--- src/rtl/mtm_alu_deserializer.sv ---
// Serial input stage of mtm_Alu: frames 11-bit serial words into an 8-data + 1-cmd
// packet, checks count/CRC-4/opcode, and presents A, B, OP with one outcome pulse.
module mtm_alu_deserializer (
  input  logic        clk,
  input  logic        rst_n,
  input  logic        sin,
  output logic [31:0] a,
  output logic [31:0] b,
  output logic [2:0]  op,
  output logic        out_valid,
  output logic        err_data,
  output logic        err_crc,
  output logic        err_op
);

  typedef enum logic [1:0] {IDLE, TYPE, PAYLOAD, STOP} state_t;

  state_t      state, state_nxt;
  logic        is_cmd;
  logic [2:0]  bit_cnt;
  logic [7:0]  shreg;
  logic [63:0] ba;
  logic [3:0]  data_cnt;

  logic        frame_done, frame_bad, data_done, cmd_done;
  logic [2:0]  cmd_op;
  logic [3:0]  cmd_crc, crc_calc;
  logic        op_ok;

  // CRC-4, x^4+x+1, init 0, MSB first over {B, A, 1'b1, OP}
  function automatic logic [3:0] crc4(input logic [67:0] d);
    logic [3:0] c;
    logic       fb;
    c = '0;
    for (int unsigned i = 0; i < 68; i++) begin
      fb = c[3] ^ d[67 - i];
      c  = {c[2:0], 1'b0} ^ (fb ? 4'b0011 : 4'b0000);
    end
    return c;
  endfunction

  always_ff @(posedge clk) begin
    if (!rst_n) state <= IDLE;
    else        state <= state_nxt;
  end

  always_comb begin
    state_nxt = state;
    case (state)
      IDLE:    if (!sin) state_nxt = TYPE;
      TYPE:    state_nxt = PAYLOAD;
      PAYLOAD: if (bit_cnt == 3'd7) state_nxt = STOP;
      STOP:    state_nxt = IDLE;
      default: state_nxt = IDLE;
    endcase
  end

  always_comb begin
    frame_done = (state == STOP) && sin;
    frame_bad  = (state == STOP) && !sin;
    data_done  = frame_done && !is_cmd;
    cmd_done   = frame_done && is_cmd;
    cmd_op     = shreg[6:4];
    cmd_crc    = shreg[3:0];
    crc_calc   = crc4({ba, 1'b1, cmd_op});
    case (cmd_op)
      3'b000, 3'b001, 3'b100, 3'b101: op_ok = 1'b1;
      default:                        op_ok = 1'b0;
    endcase
  end

  always_ff @(posedge clk) begin
    if (!rst_n) begin
      is_cmd    <= 1'b0;
      bit_cnt   <= '0;
      shreg     <= '0;
      ba        <= '0;
      data_cnt  <= '0;
      a         <= '0;
      b         <= '0;
      op        <= '0;
      out_valid <= 1'b0;
      err_data  <= 1'b0;
      err_crc   <= 1'b0;
      err_op    <= 1'b0;
    end else begin
      out_valid <= 1'b0;
      err_data  <= 1'b0;
      err_crc   <= 1'b0;
      err_op    <= 1'b0;

      case (state)
        TYPE: begin
          is_cmd  <= sin;
          bit_cnt <= '0;
        end
        PAYLOAD: begin
          shreg   <= {shreg[6:0], sin};
          bit_cnt <= bit_cnt + 3'd1;
        end
        default: ;
      endcase

      if (data_done) begin
        ba <= {ba[55:0], shreg};
        if (data_cnt != 4'd9) data_cnt <= data_cnt + 4'd1;
      end

      // Outcome priority: count, then CRC, then opcode; exactly one pulse
      if (cmd_done) begin
        data_cnt <= '0;
        if (data_cnt != 4'd8)         err_data <= 1'b1;
        else if (cmd_crc != crc_calc) err_crc  <= 1'b1;
        else if (!op_ok)              err_op   <= 1'b1;
        else begin
          out_valid <= 1'b1;
          b         <= ba[63:32];
          a         <= ba[31:0];
          op        <= cmd_op;
        end
      end

      if (frame_bad) begin
        err_data <= 1'b1;
        data_cnt <= '0;
        ba       <= '0;
      end
    end
  end

endmodule

--- config.mk ---
export PLATFORM = sky130hd
export DESIGN_NAME = mtm_alu_deserializer
export DESIGN_NICKNAME = d
export VERILOG_FILES = /design/src/rtl/mtm_alu_deserializer.sv
export SDC_FILE = /design/constraint.sdc
export NUM_CORES = 1
export LEC_CHECK = 0
export BUFFER_PORTS_ARGS = -buffer_cell sky130_fd_sc_hd__buf_2
export CAP_MARGIN = 30
export CORE_ASPECT_RATIO = 1.75
export CORE_UTILIZATION = 54
export DETAILED_ROUTE_END_ITERATION = 10
export PLACE_DENSITY = 0.82
export SYNTH_ARGS = -nofsm -noshare
export SYNTH_HDL_FRONTEND = slang
export SYNTH_SLANG_ARGS = --single-unit
--- constraint.sdc ---
create_clock -name clk -period 4.6 [get_ports clk]
set_input_delay 1.15 -clock clk [delete_from_list [all_inputs] [get_ports clk]]
set_output_delay 1.15 -clock clk [all_outputs]
set_load 0.05 [all_outputs]
==> results of run 1 <==
==> routing by layer <==
layer | vias up | track usage, % | routed length (um)
met5 | - | 0 | 0
met4 | 0 | 17.5 | 1590
met3 | 120 | 4.67 | 1330
met2 | 367 | 51.0 | 11700
met1 | 3264 | 32.1 | 7780
li1 | 3068 | - | -
==> sequential cells by signal, indices dropped and copies added, names as in the netlist <==
name       cells
out_valid      1
err_op         1
op             3
err_crc        1
a             32
ba            64
is_cmd         1
data_cnt       4
b             32
shreg          8
bit_cnt        3
state          2
err_data       1
==> metrics by stage <==
| step | total power [mW] | std cells | TNS (ns) | worst slack (ns) | instance area, um^2 |
|---|---|---|---|---|---|
| after floorplan | 1.56 | 840 | 0 | 0.166 | 7700 |
| after global placement | 1.59 | 1049 | 0 | 0.120 | 8320 |
| after detailed placement | 1.60 | 1049 | -0.0901 | -0.0241 | 8320 |
| after CTS | 2.97 | 1083 | 0 | 0.0338 | 8980 |
| after global routing | 3.05 | 1093 | -1.74 | -0.0935 | 9170 |
| final | 2.97 | 1093 | 0 | 0.00391 | 9170 |
==> what timing repair did <==
action,CTS,global route
pin swaps,5,6
resized for setup,9,18
setup buffers,3,8
cloned,0,2
endpoints found under the setup margin,60,36
==> synth_stat cells (3+ instances only) <==
library cell and n:
dfxtp_1 153, a21oi_1 135, nand2_1 135, xnor2_1 76
nand4_1 67, o31ai_1 59, clkbuf_1 46, xnor3_1 21
xor2_1 21, nor2_1 18, buf_2 14, mux2i_1 13
ha_1 10, buf_1 9, buf_4 8, inv_1 7
o31ai_2 7, xor3_1 5, nor3_1 4, xnor3_2 4
buf_6 3, nand3_1 3, or3_1 3
==> worst max-delay path, stage by stage, from the launching register on <==
cell	delay [ns]
dfxtp_1	0.40
buf_4	0.17
xnor3_1	0.33
xnor3_1	0.27
xnor3_2	0.48
xnor3_1	0.44
xnor2_2	0.24
xnor3_1	0.28
buf_4	0.16
xor3_1	0.39
or2_1	0.30
mux2_2	0.34
buf_6	0.21
o31ai_2	0.31
a21oi_2	0.11
==> kinds of logic after synthesis <==
group | count (synthesis) | synth area share, %
flops | 153 | 39.8
xor+xnor | 131 | 20.9
mux | 16 | 2.18
simple gates | 237 | 14.4
buf+inv | 88 | 5.20
compound gates | 205 | 16.0
fa+ha+maj | 10 | 1.62
==> report_power, final <==
| group | total (mW) | leakage, nW | switching [mW] | internal (mW) |
|---|---|---|---|---|
| clock network | 1.39 | 0.277 | 0.577 | 0.817 |
| logic | 0.219 | 2.00 | 0.146 | 0.0733 |
| registers | 1.36 | 1.23 | 0.0185 | 1.34 |
| total | 2.97 | 3.51 | 0.741 | 2.23 |
==> final timing paths <==
check,cells after the start,start,slack [ns],to
worst max-delay path,14,ba[60]$_SDFFE_PP0P_,0.004,a[5]$_SDFFE_PN0P_
worst min-delay path,2,op[1]$_SDFFE_PN0P_,0.45,op[1]$_SDFFE_PN0P_
worst max register to register,14,ba[60]$_SDFFE_PP0P_,0.004,a[5]$_SDFFE_PN0P_
worst min register to register,2,op[1]$_SDFFE_PN0P_,0.45,op[1]$_SDFFE_PN0P_
==> layout make-up <==
class                           instances  area (um^2)  area share [%]
Timing Repair Buffer                  125          873            9.52
Clock inverter                         12          140            1.53
Tap cell                              177          221            2.41
Inverter                                8         30.0           0.327
Clock buffer                           19          443            4.83
Sequential cell                       153         3060            33.4
Multi-Input combinational cell        599         4400            48.0
==> results.md, run 1 <==
- Status: complete, no violations
- DIE WIDTH: around 92 um
- Avg WL per Cell: 20.5 um
- Initial antenna violation count: 0
- Diode count: 0
- Relative slew slack: 32.7%
- Initial drt markers: ~700
- Longest Clk Path Bufs: 2
- Tmin final: 4.60 ns
- # setup viols final: 0
- Worst vdd ir: 379 uV
- Fraction of layout cells with a size suffix above 1: roughly 22%
- Synth top area share: between 30% and 40%
- F_max: 218 MHz
- Commonest non-fill, non-tap cell in the layout: dfxtp_1
- Leakage: between 3 and 4 nW
- Post-synth cell types: 39
- Drt drc: 0
- WS Path Type: reg -> reg
- Starting Density: 55.4%
- Die Ht: 160 um
- Crit Path Max Fanout: 32
- Seq cells post-synth: 153
- Area growth syn-to-layout: 19.1%
- Util after Layout: 66.0%
- Root buf cell: clkbuf_16
- Yosys top cell by area: dfxtp_1
- Critical Path End Type: flip-flop
- First-pass GRT wire length: 33200 um
- Largest net degree at the start of global routing: 68
- Core footprint: 0.0139 mm^2
- Number of synthesized flops with an enable pin: 0
- CTS Buf Count: 17
- WL final: 22400 um
- WHS: 0.452 ns
- Site row count: 57
- Most frequent cells in the layout: dfxtp_1 (152), nand2_1 (135), a21oi_1 (133)
- Syn_area_per_cell: 9.17 um^2
- CP startpoint kind: flip-flop
- # fillers: 1018
- H-tree levels: 4
- Router iterations before antenna repair: 6
- Synth Cell Area: 0.00770 mm^2
- Gr usage total: between 20% and 30%
- Final Hold Vio Count: 0
- Worst Skew: 0.0133 ns
- Post-Syn Instances: 840
- Max-slew violation count: 0
- Asr flop ratio synth: 0%
- Routed vias/inst: between 6 and 7
- Pwr Density: 324 mW/mm^2
- Layout Nets: approximately 900
- Ys Warns: 0
- Sequential cell area fraction in the yosys report: 39.8%
- # IOs: 74
- Clk sinks: 153
- Area contributors post-synth: dfxtp_1 (40%), a21oi_1 (8.8%), xnor2_1 (8.6%), nand2_1 (6.6%), xnor3_1 (6.1%)
- Die area: 0.0148 mm^2
- Vias: slightly below 7k
- Antenna Nets Post-Route: 0
- WP data required: 4.87 ns
- Routability cong.: 0.892
- Max-Cap Viols: 0
- Vias in the first global route: 6399
- Worst-path clk slew: 0.06 ns
- WP data arrival: around 4.9 ns
- Total congestion overflow: 0
- Final period util: 99.9%
- Port buffer count: 73
- Actual slew at the worst max-slew pin: 1.01 ns
- TritonCTS clock tree: built
- Detail Placement HPWL: ~13000 um
- Post-Syn Nets: ~850
- Hold buffers post-CTS: 0
- Worst min path class: reg -> reg
- Clk Latency, worst-skew pair: 0.43 ns
- Top_reg_cell synth: dfxtp_1
(Power assumes the default switching activity.)
==> inputs of run 2 (changes only) <==
Settings changed: CORE_UTILIZATION 54 to 40, PLACE_DENSITY 0.82 to 0.65.
==> run 2 against run 1 <==
Critical path type unchanged; critical endpoint is now op[0]$_SDFFE_PN0P_; first-iteration DRC count is 37% lower; total power is 7.2% higher; global-route usage is 7.8 points lower; worst hold slack worse by 0.014 ns; sequential power hardly changed; count of clock-buffer cells in the layout is 1 higher; clock power is 16% higher.
==> results.md, run 2 (synthesis results as in run 1) <==
- Status: complete, no violations
- Leakage: 3.56 nW (+1.2%)
- Hold Crit Start: op[1]$_SDFFE_PN0P_
- Final Hold Vio Count: 0 (unchanged)
- H-tree levels: 4 (unchanged)
- Final period util: 97.3% (-2.6 points)
- Psw: 0.728 mW (-1.7%)
- Worst min path class: reg -> reg
- Clk pwr share: 50.6% (+3.7 points)
- DIE WIDTH: 107 um (+16%)
- RR Endpoint: op[0]$_SDFFE_PN0P_
- WP data required: 4.90 ns (+0.03 ns)
- # IOs: 74 (unchanged)
- Max-slew violation count: 0 (unchanged)
- Detail Placement HPWL: 13600 um (+3.5%)
- Max FFs per register: 64 (unchanged)
- Router iterations before antenna repair: 5 (-1)
- Hold buffers post-CTS: 0 (unchanged)
- Die area: 0.0198 mm^2 (+34%)
- F_max: 223 MHz (+2.7%)
- Avg WL per Cell: 17.9 um (-12%)
- Worst R2R Path Depth: 14 (unchanged)
- Relative slew slack: 46.0% (+13 points)
- Most frequent cells in the layout: dfxtp_1 (151), nand2_1 (135), a21oi_1 (132)
- Post-Place Cells: 1113 (+6.1%)
- Area growth syn-to-layout: 21.7%
- WS Path Type: reg -> reg
- Longest Clk Path Bufs: 2 (unchanged)
- CTS Buf Count: 17 (unchanged)
- Routed vias/inst: 5.51 (-12%)
- CP startpoint kind: flip-flop
- R2R Setup Slk: 0.12 ns (+0.12 ns)
- Reg2Reg Launch Point: ba[48]$_SDFFE_PP0P_
- Gr usage total: 21.1% (-7.8 points)
- Largest net degree at the start of global routing: 68 (unchanged)
- # setup viols final: 0 (unchanged)
- Post-Layout Inst Area: 0.00938 mm^2 (+2.2%)
- Hold endpoint: op[1]$_SDFFE_PN0P_
- Vias in the first global route: 6147 (-3.9%)
- Clk sinks: 153 (unchanged)
- Critical Path End Type: flip-flop
- Initial antenna violation count: 0 (unchanged)
- Site row count: 66 (+16%)
- Fin cells: 1158 (+5.9%)
- Flop pwr share: 42.6% (-3.1 points)
- Routability cong.: 0.860 (-3.6%)
- Starting Density: 41.1% (-14 points)
- Drt drc: 0 (unchanged)
- Clk Latency, worst-skew pair: 0.43 ns (about the same)
- WP data arrival: 4.78 ns (-0.09 ns)
- Worst vdd ir: 217 uV (-43%)
- Vias: 6380 (-6.4%)
- Biggest regs: ba: 64 flops, a: 32 flops, b: 32 flops
- Sw Ratio: 22.9% (-2.1 points)
- Crit Path Max Fanout: 30 (-6.3%)
- Die Ht: 186 um (+16%)
- Tmin final: 4.48 ns (-0.119 ns)
- Int Pwr: 2.46 mW (+10%)
- Core footprint: 0.0187 mm^2 (+35%)
- Antenna Nets Post-Route: 0 (unchanged)
- Largest register by flop count: ba
- Layout Nets: 920 (+0.33%)
- TritonCTS clock tree: built
- Hold depth: 2 (unchanged)
- Total congestion overflow: 0 (unchanged)
- Fraction of layout cells with a size suffix above 1: 22.5% (+0.12 points)
- Pwr Density: 340 mW/mm^2 (+4.9%)
- Actual slew at the worst max-slew pin: 0.811 ns (-0.199 ns)
- WL final: 20700 um (-7.2%)
- Placement Cell Area: 0.00842 mm^2 (+1.2%)
- Initial drt markers: 434 (-37%)
- Combinational group share of total power: 6.8% (-0.6 points)
- Commonest non-fill, non-tap cell in the layout: dfxtp_1
- Worst Skew: 0.00874 ns (-0.00451 ns)
- First-pass GRT wire length: 32000 um (-3.5%)
- Worst-path clk slew: 0.06 ns (about the same)
- Port buffer count: 73 (unchanged)
- Diode count: 0 (unchanged)
- Root buf cell: clkbuf_16
- Max-Cap Viols: 0 (unchanged)
==> run 2: per-layer routing <==
metal	vias to the layer above	GRT usage, %	wire length (um)
li1	3072	-	-
met1	3140	22.6	7840
met2	129	39.8	11600
met3	39	2.94	572
met4	0	10.7	746
met5	-	0	0
==> run 2: power by group through the flow <==
stage	sequential, mW	combinational (mW)	clock, mW
finish	1.36	0.217	1.61
global route	1.36	0.239	1.68
CTS	1.36	0.217	1.63
detailed placement	1.39	0.217	0
global placement	1.39	0.214	0
floorplan	1.38	0.171	0
==> run 2: how the worst max path moves through the flow <==
stage | startpoint | to | cells past startpoint
2_1_floorplan | ba[49]$_SDFFE_PP0P_ | b[10]$_SDFFE_PN0P_ | 13
3_3_place_gp | ba[48]$_SDFFE_PP0P_ | a[1]$_SDFFE_PN0P_ | 13
3_5_place_dp | ba[48]$_SDFFE_PP0P_ | b[25]$_SDFFE_PN0P_ | 14
4_1_cts | ba[49]$_SDFFE_PP0P_ | a[17]$_SDFFE_PN0P_ | 12
5_1_grt | ba[48]$_SDFFE_PP0P_ | op[0]$_SDFFE_PN0P_ | 14
6_report | ba[48]$_SDFFE_PP0P_ | op[0]$_SDFFE_PN0P_ | 14
==> run 2: per-stage QoR <==
step	power (mW)	hold WS [ns]	TNS [ns]	worst slack [ns]	utilization, %
global route	3.28	0.455	-0.0792	-0.0381	50.0
detailed placement	1.60	0.427	-0.00855	-0.00315	44.9
finish	3.19	0.438	0	0.123	50.0
floorplan	1.56	0.431	0	0.166	-
global placement	1.60	0.420	0	0.0624	44.9
CTS	3.21	0.435	0	0.0247	48.6
==> run 2: area by class of cell <==
cell class	instances	area (um^2)
Clock inverter	12	220
Tap cell	238	298
Sequential cell	153	3070
Multi-Input combinational cell	599	4390
Clock buffer	20	457
Fill cell	1708	9370
Inverter	8	30.0
Timing Repair Buffer	128	921
==> run 2: repair_timing <==
| item | in CTS | in global routing |
|---|---|---|
| pin swaps | 0 | 11 |
| endpoints found under the setup margin | 33 | 68 |
| gates resized for setup | 2 | 23 |
| setup buffers | 0 | 11 |
| cloned | 0 | 2 |
==> run 2: worst max-delay path, stage by stage, from the launching register on <==
cell and delay, ns:
dfxtp_1 0.32, buf_4 0.17, xor3_2 0.44, xor2_2 0.22, xnor3_2 0.41, xnor3_2 0.42, xnor2_2 0.21, xnor3_1 0.45
xnor3_2 0.42, xnor3_1 0.24, buf_4 0.15, mux2_4 0.37, buf_12 0.19, o31ai_1 0.26, a21oi_2 0.08
